<file path="src/rtl/btn_event_counter.sv">
// Multi-channel pushbutton front end: synchronise, debounce, press/auto-repeat
// event pulses, and a shared up/down event counter with wrap or clamp behaviour.
module btn_event_counter #(
  parameter int unsigned     N_CH         = 4,
  parameter int unsigned     WIDTH        = 16,
  parameter int unsigned     DEBOUNCE_CYC = 50000,
  parameter int unsigned     REPEAT_DELAY = 2500000,
  parameter int unsigned     REPEAT_RATE  = 500000,
  parameter logic [N_CH-1:0] DIR_DOWN     = '0,
  parameter bit              SATURATE     = 1'b0
) (
  input  logic             clk5,
  input  logic             reset,
  input  logic [N_CH-1:0]  raw,
  input  logic [N_CH-1:0]  repeat_en,
  output logic [N_CH-1:0]  clean,
  output logic [N_CH-1:0]  pulse,
  output logic [WIDTH-1:0] count,
  output logic             changed
);

  localparam int unsigned DB_W   = $clog2(DEBOUNCE_CYC);
  localparam int unsigned RT_MAX = (REPEAT_DELAY > REPEAT_RATE) ? REPEAT_DELAY : REPEAT_RATE;
  localparam int unsigned RT_W   = (RT_MAX > 1) ? $clog2(RT_MAX) : 1;
  localparam int unsigned DW     = $clog2(N_CH + 1) + 1;
  localparam int unsigned SW     = WIDTH + 2;

  localparam logic [DB_W-1:0]  DB_LAST = DB_W'(DEBOUNCE_CYC - 1);
  localparam logic [RT_W-1:0]  RD_LAST = RT_W'(REPEAT_DELAY - 1);
  localparam logic [RT_W-1:0]  RR_LAST = RT_W'(REPEAT_RATE - 1);
  localparam logic [WIDTH-1:0] CNT_MAX = '1;

  typedef enum logic [1:0] {
    RPT_IDLE = 2'd0,
    RPT_HOLD = 2'd1,
    RPT_RUN  = 2'd2
  } rpt_state_e;

  logic [N_CH-1:0]  sync1_q;
  logic [N_CH-1:0]  sync_q;
  logic [N_CH-1:0]  clean_q;
  logic [N_CH-1:0]  clean_d;
  logic [N_CH-1:0]  pulse_q;
  logic [N_CH-1:0]  pulse_d;
  logic [DB_W-1:0]  db_cnt_q [N_CH];
  logic [DB_W-1:0]  db_cnt_d [N_CH];
  rpt_state_e       rpt_state_q [N_CH];
  rpt_state_e       rpt_state_d [N_CH];
  logic [RT_W-1:0]  rpt_cnt_q [N_CH];
  logic [RT_W-1:0]  rpt_cnt_d [N_CH];
  logic [WIDTH-1:0] count_q;
  logic [WIDTH-1:0] count_d;
  logic             changed_q;
  logic             changed_d;

  logic [N_CH-1:0]  press_c;
  logic [N_CH-1:0]  rpt_fire_c;
  logic [DW-1:0]    up_c;
  logic [DW-1:0]    dn_c;
  logic signed [DW-1:0] delta_c;
  logic signed [SW-1:0] sum_c;

  // Two-flop synchroniser; raw is never used past this point.
  always_ff @(posedge clk5) begin
    if (reset) begin
      sync1_q <= '0;
      sync_q  <= '0;
    end else begin
      sync1_q <= raw;
      sync_q  <= sync1_q;
    end
  end

  // Debounce: accept a level once it has differed from clean for DEBOUNCE_CYC cycles.
  always_comb begin
    clean_d = clean_q;
    press_c = '0;
    for (int unsigned i = 0; i < N_CH; i++) begin
      db_cnt_d[i] = '0;
      if (sync_q[i] != clean_q[i]) begin
        if (db_cnt_q[i] == DB_LAST) begin
          clean_d[i] = sync_q[i];
          press_c[i] = sync_q[i];
        end else begin
          db_cnt_d[i] = db_cnt_q[i] + DB_W'(1);
        end
      end
    end
  end

  // Auto-repeat next state; a repeat is only emitted if the button is still held next cycle.
  always_comb begin
    rpt_fire_c = '0;
    for (int unsigned i = 0; i < N_CH; i++) begin
      rpt_state_d[i] = rpt_state_q[i];
      rpt_cnt_d[i]   = rpt_cnt_q[i] + RT_W'(1);
      case (rpt_state_q[i])
        RPT_IDLE: begin
          rpt_cnt_d[i] = '0;
          if (press_c[i]) begin
            rpt_state_d[i] = RPT_HOLD;
          end
        end
        RPT_HOLD: begin
          if (!clean_d[i] || !repeat_en[i]) begin
            rpt_state_d[i] = RPT_IDLE;
            rpt_cnt_d[i]   = '0;
          end else if (rpt_cnt_q[i] == RD_LAST) begin
            rpt_fire_c[i]  = 1'b1;
            rpt_state_d[i] = RPT_RUN;
            rpt_cnt_d[i]   = '0;
          end
        end
        RPT_RUN: begin
          if (!clean_d[i] || !repeat_en[i]) begin
            rpt_state_d[i] = RPT_IDLE;
            rpt_cnt_d[i]   = '0;
          end else if (rpt_cnt_q[i] == RR_LAST) begin
            rpt_fire_c[i] = 1'b1;
            rpt_cnt_d[i]  = '0;
          end
        end
        default: begin
          rpt_state_d[i] = RPT_IDLE;
          rpt_cnt_d[i]   = '0;
        end
      endcase
    end
    pulse_d = press_c | rpt_fire_c;
  end

  // Counter update from the registered pulse vector.
  always_comb begin
    up_c = '0;
    dn_c = '0;
    for (int unsigned i = 0; i < N_CH; i++) begin
      if (pulse_q[i]) begin
        if (DIR_DOWN[i]) begin
          dn_c = dn_c + DW'(1);
        end else begin
          up_c = up_c + DW'(1);
        end
      end
    end
    delta_c = $signed(up_c) - $signed(dn_c);
    sum_c   = $signed({2'b00, count_q}) + SW'(delta_c);
    if (SATURATE) begin
      if (sum_c[SW-1]) begin
        count_d = '0;
      end else if (sum_c[WIDTH]) begin
        count_d = CNT_MAX;
      end else begin
        count_d = sum_c[WIDTH-1:0];
      end
    end else begin
      count_d = sum_c[WIDTH-1:0];
    end
    changed_d = (count_d != count_q);
  end

  always_ff @(posedge clk5) begin
    if (reset) begin
      for (int unsigned i = 0; i < N_CH; i++) begin
        rpt_state_q[i] <= RPT_IDLE;
      end
    end else begin
      for (int unsigned i = 0; i < N_CH; i++) begin
        rpt_state_q[i] <= rpt_state_d[i];
      end
    end
  end

  always_ff @(posedge clk5) begin
    if (reset) begin
      clean_q   <= '0;
      pulse_q   <= '0;
      count_q   <= '0;
      changed_q <= 1'b0;
      for (int unsigned i = 0; i < N_CH; i++) begin
        db_cnt_q[i]  <= '0;
        rpt_cnt_q[i] <= '0;
      end
    end else begin
      clean_q   <= clean_d;
      pulse_q   <= pulse_d;
      count_q   <= count_d;
      changed_q <= changed_d;
      for (int unsigned i = 0; i < N_CH; i++) begin
        db_cnt_q[i]  <= db_cnt_d[i];
        rpt_cnt_q[i] <= rpt_cnt_d[i];
      end
    end
  end

  assign clean   = clean_q;
  assign pulse   = pulse_q;
  assign count   = count_q;
  assign changed = changed_q;

endmodule

</file>
<file path="config.mk">
export PLATFORM = sky130hd
export DESIGN_NAME = btn_event_counter
export DESIGN_NICKNAME = d
export VERILOG_FILES = /design/src/rtl/btn_event_counter.sv
export SDC_FILE = /design/constraint.sdc
export NUM_CORES = 1
export LEC_CHECK = 0
export CAP_MARGIN = 30
export CORE_ASPECT_RATIO = 1.25
export CORE_MARGIN = 5
export CORE_UTILIZATION = 60
export DETAILED_ROUTE_END_ITERATION = 7
export GPL_ROUTABILITY_DRIVEN = 0
export MAX_ROUTING_LAYER = met4
export PLACE_DENSITY = 0.88
export SYNTH_ARGS = -nofsm -noshare
export SYNTH_HDL_FRONTEND = slang
export SYNTH_SLANG_ARGS = --single-unit
export TNS_END_PERCENT = 5
</file>
<file path="constraint.sdc">
create_clock -name clk5 -period 6.8 [get_ports clk5]
set_clock_uncertainty 0.2 [all_clocks]
set_input_delay 1.36 -clock clk5 [delete_from_list [all_inputs] [get_ports clk5]]
set_output_delay 1.36 -clock clk5 [all_outputs]
set_load 0.05 [all_outputs]
</file>
== Word-level counts from Yosys, hierarchy flattened ==
Memory sizes are Yosys's and may differ from the RTL's.
Cells that the tools add are included.
Storage, ports and cells
  register bits: 33
  RAM bits: 160
  output and inout port bits: 25
  input bits: 10
  memories kept: 3
Memories
  rpt_cnt_q: words 4, width 22, rd ports 4, clocked after memory_dff 0, write ports 4, line 49  | logic [RT_W-1:0] rpt_cnt_q [N_CH];
  db_cnt_q: words 4, width 16, rd ports 4, clocked after memory_dff 0, write ports 4, line 45  | logic [DB_W-1:0] db_cnt_q [N_CH];
  rpt_state_q: words 4, width 2, rd ports 4, clocked after memory_dff 0, write ports 4, line 47  | rpt_state_e rpt_state_q [N_CH];
Operators by class
  mux-type cells: 103
  bitwise gates (word level): 13
  add/sub/neg operators: 12
  eq/ne operators: 25
  reduce and logical (&&, ||, !) cells: 16
Operators with widths (number)
  22-bit two-way mux: 20
  16-bit two-way mux: 12
  22-bit case mux with 2 select lines: 4
  22-bit by 1-bit adder with 22-bit output (second input constant): 4
  22-bit by 19-bit equality test with 1-bit output (second input constant): 4
  22-bit equality test (second input constant): 4
  16-bit by 1-bit adder with 16-bit output (second input constant): 4
  16-bit equality test (second input constant): 4
  2-bit two-way mux: 20
  1-bit two-way mux: 36
  2-bit case mux with 3 select lines: 4
  16-bit by 4-bit adder with 16-bit output: 1
  16-bit != test: 1
  4-bit by 1-bit adder with 4-bit output (second input constant): 3
  4-bit two-way mux: 3
  1-bit OR: 12
  2-bit by 1-bit equality test with 1-bit output (second input constant): 4
  2-bit equality test (second input constant): 4
  1-bit zero test: 8
  2-bit zero test: 4
  1-bit case mux with 2 select lines: 4
  1-bit logical OR: 4
  1-bit != test: 4
  4-bit OR: 1

== Logic depth before layout (Yosys ltp) ==
  depth after elaboration: 9
  mapped depth: 14
  mapped depth without buffers: 14

== Worst setup path before layout ==
OpenSTA, ideal clock, no wires.
  path kind: reg2reg
  start point: register pulse_q[0] (netlist: pulse[0])
  end point: register changed_q (netlist: changed)
  setup time: 138 ps
  buffers on the path: 0
  stages on the path, launching flop included: 15
  arrival: 3684 ps
  clock period less this slack: 4022 ps
  required time: 6462 ps
  setup slack: 2778 ps
  cells stage by stage: dfxtp_1 > inv_1 > ha_1 > xor2_1 > ha_1 > nand2_1 > o21ai_0 > fa_1 > a21o_1 > a221oi_2 > o21bai_1 > a31oi_1 > xnor3_1 > nor4_1 > a41oi_1
On the way
  word-level cells in the longest chain between the ends: 9
RTL lines
  start: declaration: line 43  | logic [N_CH-1:0] pulse_q;
  start signal: assignment: line 185  | pulse_q <= pulse_d;
  1-bit two-way mux *: line 137  | if (pulse_q[i]) begin
  4-bit by 1-bit adder with 4-bit output: line 141  | up_c = up_c + DW'(1);
  4-bit two-way mux *: line 137
  4-bit by 1-bit adder with 4-bit output: line 141
  4-bit two-way mux *: line 137
  4-bit by 1-bit adder with 4-bit output: line 141
  4-bit two-way mux *: line 137
  16-bit by 4-bit adder with 16-bit output *: line 146  | sum_c = $signed({2'b00, count_q}) + SW'(delta_c);
  16-bit != test *: line 158  | changed_d = (count_d != count_q);
  end signal: assignment: line 187  | changed_q <= changed_d;
  end: declaration: line 53  | logic changed_q;
Mark *: on every way between the ends. The rest lies on a longest branch, timed or not.
A chain may end at the register's enable or synchronous reset.

== Worst setup path in the final report ==
Ends and elaborated chain as after synthesis.

==> impl_metrics.csv <==
group,metric,value,unit
timing,setup_viol,0,
logic_synthesis,synth_edf_count,0,
pwr,vdd_drop_max,176,uV
placement,portBuffers,34,
finish,layout_commonest_cell,"nor2_1",
timing,timing_hold_violations_final,0,
clock_tree,cts-buffers-inserted,17,
timing,min_period_over_period,58.9,%
grt,grt_first_pass_wirelength,31900,microns
job,drv_cap,0,
finish,drive_gt1_share,3.88,%
worst_setup_path,rr_startpoint,"pulse[0]",
timing,rsz0062_at_grt,"no",
clock_tree,clk_latency,430,ps
logic_synthesis,netlist_area,9570,sq um
clock_tree,cts_tree,"built",
timing,relSlewSlack,40.2,%
pwr,power,2.83,mW
worst_setup_path,timing.rr.end,"changed",
min_path,hold_class,"flip-flop to flip-flop",
finish,layout_common_cells,"nor2_1, dfxtp_1, xor2_1",
floorplanning,core-area,15600,sq um
logic_synthesis,netlist_instances,1113,
grt,grt.total_usage,21.3,%
timing,holdWs,237,ps
floorplanning,rows,51,
drt,drt_wl_total,18400,microns
timing,tightest_slew,892,ps
pwr,p_leak,3.68,nW
drt,dr.pass1.iters,5,
drt,wl_per_cell,13.4,microns
floorplanning,initial_utilization,61.2,%
timing,drv_slew,0,
timing,min_period,4000,ps
finish,areaGrowthSynthToFinish,11.4,%
drt,via_count,7595,
floorplanning,dieArea,18600,sq um
finish,design_area,10700,sq um
finish,fin_cells,1371,
drt,antenna_left,0,
finish,fillers,1157,
grt,grt_max_degree,50,
status,status,"completed",
drt,post_drt_via_cell_ratio,5.54,
clock_tree,cts_resized,0,
placement,placed_cells,1339,
floorplanning,die_x,123,microns
min_path,worstHoldPathCells,1,
worst_setup_path,reg2reg_slack,2800,ps
worst_setup_path,required,6890,ps
logic_synthesis,ys.flop_type,"dfxtp_1",
clock_tree,post_cts_buffers,0,
logic_synthesis,ys_seq_elements,193,
worst_setup_path,path_class,"flip-flop to flip-flop",
drt,drt_iter0_drc,426,
min_path,worstHoldEndpoint,"sync_q[3]",
logic_synthesis,synth_cell_types,66,
worst_setup_path,start_kind,"flip-flop",
grt,overflow,0,
clock_tree,cts.sinks,193,
worst_setup_path,rr_worst_depth,14,
clock_tree,cts_buffer_depth,2,
worst_setup_path,path_max_fanout,5,
logic_synthesis,ys_seq_area_share,40.4,%
clock_tree,h-tree-depth,4,
clock_tree,ctsRootBufferMaster,"clkbuf_16",
timing,fmax,250,MHz
clock_tree,clk_pin_slew,70,ps
pwr,p_per_area,265,nW/um^2
grt,antenna_found_initial,0,
drt,drc_errors,0,
placement,post_dp_cell_area,10100,sq um
worst_setup_path,crit_path_end_kind,"flip-flop",
floorplanning,io_pins,35,
logic_synthesis,syn_avg_cell_area,8.60,sq um
clock_tree,ctsHoldBuffers,0,
logic_synthesis,yosysWarnings,0,
placement,dp_hpwl,12700,microns
finish,layout.nets,1198,
finish,diodes,0,
min_path,min_from,"sync1_q[3]",
floorplanning,die_height,151,microns
worst_setup_path,cp.arrival,4090,ps
grt,grt_pass1_vias,7382,
timing,finalSetupTns,0,ps
logic_synthesis,async_flop_share,0,%
power breakdown:
group / leakage (nW) / total [mW] / switching, mW / internal [mW]
Sequential: 1.56 / 1.21 / 0.0443 / 1.16
Combinational: 1.84 / 0.656 / 0.384 / 0.272
Clock: 0.279 / 0.964 / 0.422 / 0.542
flip-flops by register name, summed over array words and instances (netlist names):
| signal | count |
|---|---|
| pulse | 4 |
| db_cnt_q | 64 |
| rpt_cnt_q | 88 |
| rpt_state_q | 8 |
| changed | 1 |
| clean | 4 |
| count | 16 |
| sync1_q | 4 |
| sync_q | 4 |
critical path: stages, from the launching register on:
cell and delay, ps:
dfxtp_1 370, inv_1 80, ha_1 320, xor2_1 230
ha_1 270, nand2_1 60, o21ai_0 140, fa_1 460
a21o_1 230, a221oi_2 370, o21bai_1 180, a31oi_1 310
xnor3_1 260, nor4_1 220, a41oi_1 150
cell usage after synthesis, types with 3 or more instances:
master	n	area (sq um)
nor2_1	227	852
dfxtp_1	193	3860
xor2_1	82	718
xnor2_1	79	692
nand3_1	69	345
nand2_1	57	214
inv_1	42	158
ha_1	41	513
and3_1	36	225
clkbuf_1	28	105
a21oi_1	27	135
nand4_1	25	156
o21ai_0	20	100
nor3_1	18	90.1
nor2b_1	17	106
or3_1	13	81.3
and4_1	10	87.6
nor4b_1	10	87.6
nor4bb_1	10	100
mux2i_1	9	90.1
nor4_1	8	50.1
a211oi_1	6	45.0
nand3b_1	6	45.0
a21o_1	5	37.5
and2_1	5	31.3
nand2b_1	5	31.3
nor3b_1	4	30.0
a22oi_1	3	22.5
a31oi_1	3	18.8
buf_2	3	15.0
o21a_1	3	22.5
o21bai_1	3	22.5
o41ai_1	3	26.3
xnor3_1	3	67.6
through the flow:
step / setup WS (ps) / util [%]
finish: 2800 / 68.2
global route: 2580 / 68.2
CTS: 2830 / 68.2
detailed placement: 2850 / 64.6
global placement: 3010 / 64.6
floorplan: 2780 / -
cell families after synthesis:
family,count (synthesis),share of synthesized area [%]
AOI/OAI and AO/OA,95,6.70
and+or+nand+nor,533,27.7
adders and majority gates,42,5.57
xor gates and xnor gates,164,15.4
DFF,193,40.4
other,1,0.0392
muxes,11,1.18
buffers and inverters,74,2.94
cell type report:
class	instances	area [sq um]	area share, %
clock buffers	23	488	4.58
clock inverters	9	78.8	0.739
multi-input cells	857	5460	51.3
repair buffers	35	343	3.22
inverters	42	158	1.48
flip-flops and latches	193	3860	36.2
well taps	212	265	2.49
worst max path at each step:
stage,start,endpoint,slack [ps],depth (start not counted)
final,pulse[0],changed,2800,14
after global routing,pulse[1],changed,2580,14
after CTS,pulse[0],changed,2830,14
after detailed placement,pulse[0],changed,2850,14
after global placement,pulse[0],changed,3010,14
after floorplan,pulse[0],changed,2780,14
per-layer routing:
| layer | vias to the layer above | wire, microns | global-route usage, % |
|---|---|---|---|
| met5 | - | 0 | - |
| met4 | 0 | 405 | 8.18 |
| met3 | 39 | 552 | 3.66 |
| met2 | 122 | 9220 | 35.9 |
| met1 | 3583 | 8260 | 25.5 |
| li1 | 3851 | - | - |
No activity file was read; power rests on OpenSTA's default activity.
